**src/rtl/qspi_pkg.sv**
```systemverilog
// Shared types and default widths for the QSPI command front-end.
package qspi_pkg;

    localparam int unsigned QSPI_DATA_WIDTH    = 4;
    localparam int unsigned QSPI_ADDRESS_WIDTH = 32;
    localparam int unsigned QSPI_COMMAND_WIDTH = 8;
    localparam int unsigned QSPI_MODE_WIDTH    = 2;

    // Clock polarity: level of SCLK while idle.
    localparam logic [QSPI_MODE_WIDTH-1:0] CPOL_IDLE_LOW     = 2'd0;
    localparam logic [QSPI_MODE_WIDTH-1:0] CPOL_IDLE_HIGH    = 2'd1;
    // Clock phase: which SCLK edge samples data.
    localparam logic [QSPI_MODE_WIDTH-1:0] CPHA_SAMPLE_LEAD  = 2'd0;
    localparam logic [QSPI_MODE_WIDTH-1:0] CPHA_SAMPLE_TRAIL = 2'd1;

    typedef enum logic [1:0] {
        ST_IDLE      = 2'd0,
        ST_LAUNCH    = 2'd1,
        ST_WAIT_DONE = 2'd2,
        ST_RESP      = 2'd3
    } seq_state_t;

endpackage

```
**src/rtl/qspi_req_fifo.sv**
```systemverilog
// Request queue: synchronous FIFO, head visible combinationally, no read-through.
module qspi_req_fifo #(
    parameter int unsigned WIDTH = 46,
    parameter int unsigned DEPTH = 4
) (
    input  logic                     i_clk,
    input  logic                     i_reset,
    input  logic                     i_push,
    input  logic [WIDTH-1:0]         i_push_data,
    input  logic                     i_pop,
    output logic [WIDTH-1:0]         o_head,
    output logic [$clog2(DEPTH):0]   o_count
);

    localparam int unsigned PTR_W = $clog2(DEPTH);
    localparam int unsigned CNT_W = PTR_W + 1;

    logic [WIDTH-1:0] r_mem [DEPTH];
    logic [PTR_W-1:0] r_wr_ptr;
    logic [PTR_W-1:0] r_rd_ptr;
    logic [CNT_W-1:0] r_count;
    logic             w_do_push;
    logic             w_do_pop;

    assign w_do_push = i_push && (r_count < CNT_W'(DEPTH));
    assign w_do_pop  = i_pop && (r_count != '0);
    assign o_head    = r_mem[r_rd_ptr];
    assign o_count   = r_count;

    // Storage write; contents need no reset since count gates visibility.
    always_ff @(posedge i_clk) begin
        if (w_do_push) begin
            r_mem[r_wr_ptr] <= i_push_data;
        end
    end

    // Pointers and occupancy; push and pop together leave the count unchanged.
    always_ff @(posedge i_clk) begin
        if (i_reset) begin
            r_wr_ptr <= '0;
            r_rd_ptr <= '0;
            r_count  <= '0;
        end else begin
            if (w_do_push) begin
                r_wr_ptr <= r_wr_ptr + PTR_W'(1);
            end
            if (w_do_pop) begin
                r_rd_ptr <= r_rd_ptr + PTR_W'(1);
            end
            case ({w_do_push, w_do_pop})
                2'b10:   r_count <= r_count + CNT_W'(1);
                2'b01:   r_count <= r_count - CNT_W'(1);
                default: r_count <= r_count;
            endcase
        end
    end

endmodule

```
**src/rtl/qspi_cmd_sequencer.sv**
```systemverilog
// Queues host flash requests and issues them one at a time to the SPI controller.
module qspi_cmd_sequencer
    import qspi_pkg::*;
#(
    parameter int unsigned DATA_WIDTH     = QSPI_DATA_WIDTH,
    parameter int unsigned ADDRESS_WIDTH  = QSPI_ADDRESS_WIDTH,
    parameter int unsigned COMMAND_WIDTH  = QSPI_COMMAND_WIDTH,
    parameter int unsigned FIFO_DEPTH     = 4,
    parameter int unsigned TIMEOUT_CYCLES = 1024
) (
    input  logic                          i_clk,
    input  logic                          i_reset,
    input  logic                          i_req_valid,
    output logic                          o_req_ready,
    input  logic [COMMAND_WIDTH-1:0]      i_req_command,
    input  logic [ADDRESS_WIDTH-1:0]      i_req_address,
    input  logic [DATA_WIDTH-1:0]         i_req_data,
    input  logic [QSPI_MODE_WIDTH-1:0]    i_req_cpol,
    input  logic [QSPI_MODE_WIDTH-1:0]    i_req_cpha,
    output logic                          o_ctl_start,
    output logic [COMMAND_WIDTH-1:0]      o_ctl_command,
    output logic [ADDRESS_WIDTH-1:0]      o_ctl_address,
    output logic [DATA_WIDTH-1:0]         o_ctl_data_in,
    output logic [QSPI_MODE_WIDTH-1:0]    o_ctl_cpol,
    output logic [QSPI_MODE_WIDTH-1:0]    o_ctl_cpha,
    input  logic                          i_ctl_busy,
    input  logic                          i_ctl_done,
    input  logic [DATA_WIDTH-1:0]         i_ctl_data_out,
    output logic                          o_rsp_valid,
    input  logic                          i_rsp_ready,
    output logic [DATA_WIDTH-1:0]         o_rsp_data,
    output logic                          o_rsp_error,
    output logic [$clog2(FIFO_DEPTH):0]   o_fifo_count,
    output logic                          o_idle
);

    localparam int unsigned CNT_W   = $clog2(FIFO_DEPTH) + 1;
    localparam int unsigned TMR_W   = $clog2(TIMEOUT_CYCLES) + 1;
    localparam int unsigned ENTRY_W = COMMAND_WIDTH + ADDRESS_WIDTH + DATA_WIDTH
                                    + 2 * QSPI_MODE_WIDTH;

    seq_state_t                   r_state;
    logic [TMR_W-1:0]             r_timer;
    logic                         r_seen_busy;
    logic                         r_ctl_start;
    logic [COMMAND_WIDTH-1:0]     r_ctl_command;
    logic [ADDRESS_WIDTH-1:0]     r_ctl_address;
    logic [DATA_WIDTH-1:0]        r_ctl_data_in;
    logic [QSPI_MODE_WIDTH-1:0]   r_ctl_cpol;
    logic [QSPI_MODE_WIDTH-1:0]   r_ctl_cpha;
    logic                         r_rsp_valid;
    logic [DATA_WIDTH-1:0]        r_rsp_data;
    logic                         r_rsp_error;

    logic [ENTRY_W-1:0]           w_push_entry;
    logic [ENTRY_W-1:0]           w_head;
    logic [CNT_W-1:0]             w_count;
    logic                         w_push;
    logic                         w_pop;
    logic [COMMAND_WIDTH-1:0]     w_head_command;
    logic [ADDRESS_WIDTH-1:0]     w_head_address;
    logic [DATA_WIDTH-1:0]        w_head_data;
    logic [QSPI_MODE_WIDTH-1:0]   w_head_cpol;
    logic [QSPI_MODE_WIDTH-1:0]   w_head_cpha;

    assign w_push_entry = {i_req_command, i_req_address, i_req_data, i_req_cpol, i_req_cpha};
    assign {w_head_command, w_head_address, w_head_data, w_head_cpol, w_head_cpha} = w_head;

    assign o_req_ready = !i_reset && (w_count < CNT_W'(FIFO_DEPTH));
    assign w_push      = i_req_valid && o_req_ready;
    assign w_pop       = (r_state == ST_IDLE) && (w_count != '0);

    qspi_req_fifo #(
        .WIDTH (ENTRY_W),
        .DEPTH (FIFO_DEPTH)
    ) u_req_fifo (
        .i_clk       (i_clk),
        .i_reset     (i_reset),
        .i_push      (w_push),
        .i_push_data (w_push_entry),
        .i_pop       (w_pop),
        .o_head      (w_head),
        .o_count     (w_count)
    );

    // Launch/wait/respond FSM with timeout; a done only counts after busy was seen.
    always_ff @(posedge i_clk) begin
        if (i_reset) begin
            r_state       <= ST_IDLE;
            r_timer       <= '0;
            r_seen_busy   <= 1'b0;
            r_ctl_start   <= 1'b0;
            r_ctl_command <= '0;
            r_ctl_address <= '0;
            r_ctl_data_in <= '0;
            r_ctl_cpol    <= '0;
            r_ctl_cpha    <= '0;
            r_rsp_valid   <= 1'b0;
            r_rsp_data    <= '0;
            r_rsp_error   <= 1'b0;
        end else begin
            r_ctl_start <= 1'b0;
            case (r_state)
                ST_IDLE: begin
                    if (w_count != '0) begin
                        r_ctl_command <= w_head_command;
                        r_ctl_address <= w_head_address;
                        r_ctl_data_in <= w_head_data;
                        r_ctl_cpol    <= w_head_cpol;
                        r_ctl_cpha    <= w_head_cpha;
                        r_seen_busy   <= 1'b0;
                        r_timer       <= '0;
                        r_ctl_start   <= 1'b1;
                        r_state       <= ST_LAUNCH;
                    end
                end
                ST_LAUNCH: begin
                    r_state <= ST_WAIT_DONE;
                end
                ST_WAIT_DONE: begin
                    if (i_ctl_busy) begin
                        r_seen_busy <= 1'b1;
                    end
                    if (i_ctl_done && r_seen_busy) begin
                        r_rsp_data  <= i_ctl_data_out;
                        r_rsp_error <= 1'b0;
                        r_rsp_valid <= 1'b1;
                        r_state     <= ST_RESP;
                    end else if (r_timer == TMR_W'(TIMEOUT_CYCLES - 1)) begin
                        r_rsp_data  <= '0;
                        r_rsp_error <= 1'b1;
                        r_rsp_valid <= 1'b1;
                        r_state     <= ST_RESP;
                    end else begin
                        r_timer <= r_timer + TMR_W'(1);
                    end
                end
                ST_RESP: begin
                    if (i_rsp_ready) begin
                        r_rsp_valid <= 1'b0;
                        r_state     <= ST_IDLE;
                    end
                end
                default: begin
                    r_state <= ST_IDLE;
                end
            endcase
        end
    end

    assign o_ctl_start   = r_ctl_start;
    assign o_ctl_command = r_ctl_command;
    assign o_ctl_address = r_ctl_address;
    assign o_ctl_data_in = r_ctl_data_in;
    assign o_ctl_cpol    = r_ctl_cpol;
    assign o_ctl_cpha    = r_ctl_cpha;
    assign o_rsp_valid   = r_rsp_valid;
    assign o_rsp_data    = r_rsp_data;
    assign o_rsp_error   = r_rsp_error;
    assign o_fifo_count  = w_count;
    assign o_idle        = (r_state == ST_IDLE) && (w_count == '0);

endmodule

```
**config.mk**
```make
export PLATFORM = sky130hd
export DESIGN_NAME = qspi_cmd_sequencer
export DESIGN_NICKNAME = d
export VERILOG_FILES = /design/src/rtl/qspi_pkg.sv /design/src/rtl/qspi_req_fifo.sv /design/src/rtl/qspi_cmd_sequencer.sv
export SDC_FILE = /design/constraint.sdc
export NUM_CORES = 1
export LEC_CHECK = 0
export ABC_CLOCK_PERIOD_IN_PS = 3300
export CAP_MARGIN = 20
export CORE_UTILIZATION = 55
export DETAILED_ROUTE_END_ITERATION = 7
export PLACE_DENSITY = 0.77
export SLEW_MARGIN = 20
export SYNTH_ARGS = -nofsm -noshare
export SYNTH_HDL_FRONTEND = slang
export SYNTH_SLANG_ARGS = --single-unit
```
**constraint.sdc**
```tcl
create_clock -name i_clk -period 3.3 [get_ports i_clk]
set_input_delay 0.66 -clock i_clk [delete_from_list [all_inputs] [get_ports i_clk]]
set_output_delay 0.66 -clock i_clk [all_outputs]
set_load 0.05 [all_outputs]
```
==> out/metrics.csv <==
metric,value,unit
adder-cell share of the synthesized area,0.0144,
nets@finish,836,
WHS Path Cells,2,
Total GRT Usage,0.220,
final period utilization,0.862,
Starting Density,0.561,
Leak,3.98,nW
achievable frequency,0.352,GHz
post-DP HPWL,12200,um
clk root buf,clkbuf_16,
wire per inst,19.8,um
CTS tree,yes,
Rel. slew slack,0.353,
Max-Cap Viols,0,
Detailed Routing Iterations Pass 1,5,
gpl congestion,0.794,
status,completed,
I/O pins,118,
mux contribution to synthesized area,0.108,
minimum clock period,2840,ps
Simple-Gate Fraction of Synth Area,0.0763,
"Hold Vio Cnt, Final",0,
# rows,49,
Remaining DRCs,0,
clock tree sinks,268,
Syn Inst Count,644,
XOR/XNOR Fraction of Synth Area,0.00434,
post-synthesis cell area,10100,um^2
initial drt markers,533,
vias per cell,5.81,
"Distinct cells, synth",45,
total CTS buffers,26,
final setup vio count,0,
floorplan die area,18900,um^2
Power Density,856,nW/um^2
RSZ-0062 raised after global routing,false,
via count,5904,
port bufs,117,
worst hold path class,reg -> reg,
"non-filler cells, final",1017,
Area growth syn-to-layout,23.0,%
Die Span X,137,um
H-tree levels,1,
Final Core Density,0.690,
clk_skew,9.76,ps
Placeable Area,18000,um^2
syn_nets,713,
CP cell instances,"inv_1, ha_1, or4b_4, clkinv_2, dlymetal6s2s_1",
placed cell count,968,
Critical Path RT,2640,ps
largest net degree at the start of global routing,83,
largest family of logic cells by synthesized area,multiplexers,
total power,10.6,mW
WL final,20100,um
critical path peak fanout,4,
number of global-route vias before repair,6069,
Routed Antenna Nets,0,
Register-to-Register Path Depth,6,
CP Class,reg -> out,
setup_tns,0,ps
die span in y,137,um
GRT overflow,0,
worst slew pin tran,963,ps
worst vdd ir,0.780,mV
clk buf depth,3,
CP max-delay cell,or4b_4,
Synth warnings,0,
initial antenna violation count,1,
"Arr. time, crit path",2180,ps
syn_area_per_cell,15.7,um^2
synthesized flop and latch total,268,
share of layout cells above drive strength 1,0.158,
clock slew at reported path FFs,60,ps
clk_lat worst skew,520,ps
Max stage delay on crit path,500,ps
first-pass GRT wire length,31300,um
final max-slew violation count,0,
post-synthesis compound-gate area fraction,0.0524,
Setup crit end kind,primary output,
sequential-to-total area share from yosys stat,0.723,
critical path startpoint category,flop,
==> sequential cells by signal, indices dropped and copies added (netlist names) <==
register and flops:
u_req_fifo.r_mem 192, o_ctl_address 32, r_timer 11, o_ctl_command 8, o_ctl_data_in 4, o_rsp_data 4
u_req_fifo.o_count 3, o_ctl_cpha 2, o_ctl_cpol 2, r_state 2, u_req_fifo.r_rd_ptr 2, u_req_fifo.r_wr_ptr 2
o_ctl_start 1, o_rsp_error 1, o_rsp_valid 1, r_seen_busy 1
==> layer usage <==
| layer | GRT usage | vias to the layer above | routed length [um] |
|---|---|---|---|
| met2 | 0.369 | 244 | 10000 |
| li1 | - | 2681 | - |
| met1 | 0.302 | 2952 | 8440 |
| met3 | 0.0324 | 27 | 1370 |
| met5 | 0 | - | 0 |
| met4 | 0.0629 | 0 | 289 |
==> cell usage after synthesis (all sizes together) <==
| master | number | area share |
|---|---|---|
| xor2 | 3 | 0.0026 |
| or4b | 1 | 0.0014 |
| o21a | 1 | 0.00074 |
| nand3 | 12 | 0.0065 |
| and2 | 1 | 0.00062 |
| a2111oi | 1 | 0.00087 |
| buf | 16 | 0.0079 |
| nand2b | 7 | 0.0043 |
| o211ai | 2 | 0.0015 |
| nor3 | 3 | 0.0015 |
| a311oi | 1 | 0.0015 |
| a211oi | 5 | 0.0037 |
| nand2 | 107 | 0.040 |
| a21oi | 61 | 0.030 |
| dfxtp | 76 | 0.15 |
| clkinv | 1 | 0.00050 |
| or4 | 3 | 0.0026 |
| edfxtp | 192 | 0.57 |
| mux4 | 48 | 0.11 |
| or3 | 6 | 0.0037 |
| o31ai | 2 | 0.0015 |
| o32ai | 5 | 0.0051 |
| nor4 | 3 | 0.0025 |
| nand3b | 2 | 0.0015 |
| clkbuf | 20 | 0.0074 |
| a21boi | 2 | 0.0019 |
| or2 | 3 | 0.0019 |
| a31oi | 3 | 0.0019 |
| ha | 10 | 0.012 |
| mux2i | 1 | 0.00099 |
| nor2 | 12 | 0.0045 |
| inv | 15 | 0.0056 |
| o21ai | 7 | 0.0035 |
| and3 | 6 | 0.0037 |
| nand4 | 3 | 0.0019 |
| fa | 1 | 0.0020 |
| xnor2 | 2 | 0.0017 |
==> cell usage in the layout (no fill, tap or decap), types with 2 or more instances in the layout <==
master	instances
clkinv_2	7
clkinv_1	2
xor2_1	3
a31oi_1	3
edfxtp_1	192
o21ai_0	7
clkbuf_1	4
nand2_1	107
or4_1	2
buf_4	10
clkinvlp_4	6
xnor2_1	2
nand2b_1	7
mux4_2	48
or3_1	6
clkbuf_16	27
o32ai_1	4
dfxtp_1	74
and3_1	2
nor2_1	12
nand3_1	11
inv_1	14
nand4_1	3
clkdlybuf4s50_1	115
ha_1	10
nor4_1	2
buf_12	5
o211ai_1	2
or2_2	3
nor3_1	3
a21oi_1	61
and3_2	4
a211oi_1	5
nand3b_1	2
==> critical path, delay by kind of cell, from the launching register on <==
family,cells,cell delay (ps)
and+or+nand+nor,1,500
DFF,1,330
buffers and inverters,3,600
adders and majority gates,1,240
==> final cells by class <==
class / instances / area, um^2
clock buffers: 32 / 704
flip-flops and latches: 268 / 7290
inverters: 16 / 61.3
well taps: 229 / 287
fillers: 1196 / 5560
clock inverters: 16 / 121
repair buffers: 131 / 1340
diodes: 1 / 2.50
multi-input cells: 324 / 2600
==> where the power goes <==
group / internal [mW] / switching, mW / total [mW] / leakage [nW]
Clock: 1.60 / 1.22 / 2.82 / 0.390
Combinational: 1.31 / 2.21 / 3.52 / 1.23
Sequential: 4.04 / 0.235 / 4.28 / 2.36
Total: 6.95 / 3.67 / 10.6 / 3.98
==> timing repair <==
action                                  in CTS  in global routing
endpoints found under the hold margin        0                  0
buffers inserted                             0                  0
hold buffers                                 0                  0
endpoints found under the setup margin       0                  1
resized for setup                            0                  1
==> logic make-up after synthesis <==
family                     Yosys count
AOI/OAI and AO/OA                   90
xor gates and xnor gates             5
adders and majority gates           11
buffers and inverters               52
DFF                                268
muxes                               49
and+or+nand+nor                    169
==> final timing paths <==
path	from	to	slack [ps]
max	r_state[0]	o_idle	460
min	o_ctl_address[22]	o_ctl_address[22]	450
max reg2reg	r_state[0]	o_rsp_valid	680
min reg2reg	o_ctl_address[22]	o_ctl_address[22]	450
==> per-stage QoR <==
step	worst slack, ps	cell area, um^2	hold WS [ps]
floorplan	148	10100	435
global placement	644	11600	442
detailed placement	609	11600	448
CTS	53.3	12400	457
global route	350	12400	476
finish	456	12400	452
Note: power is estimated with default switching activity, not from simulation.
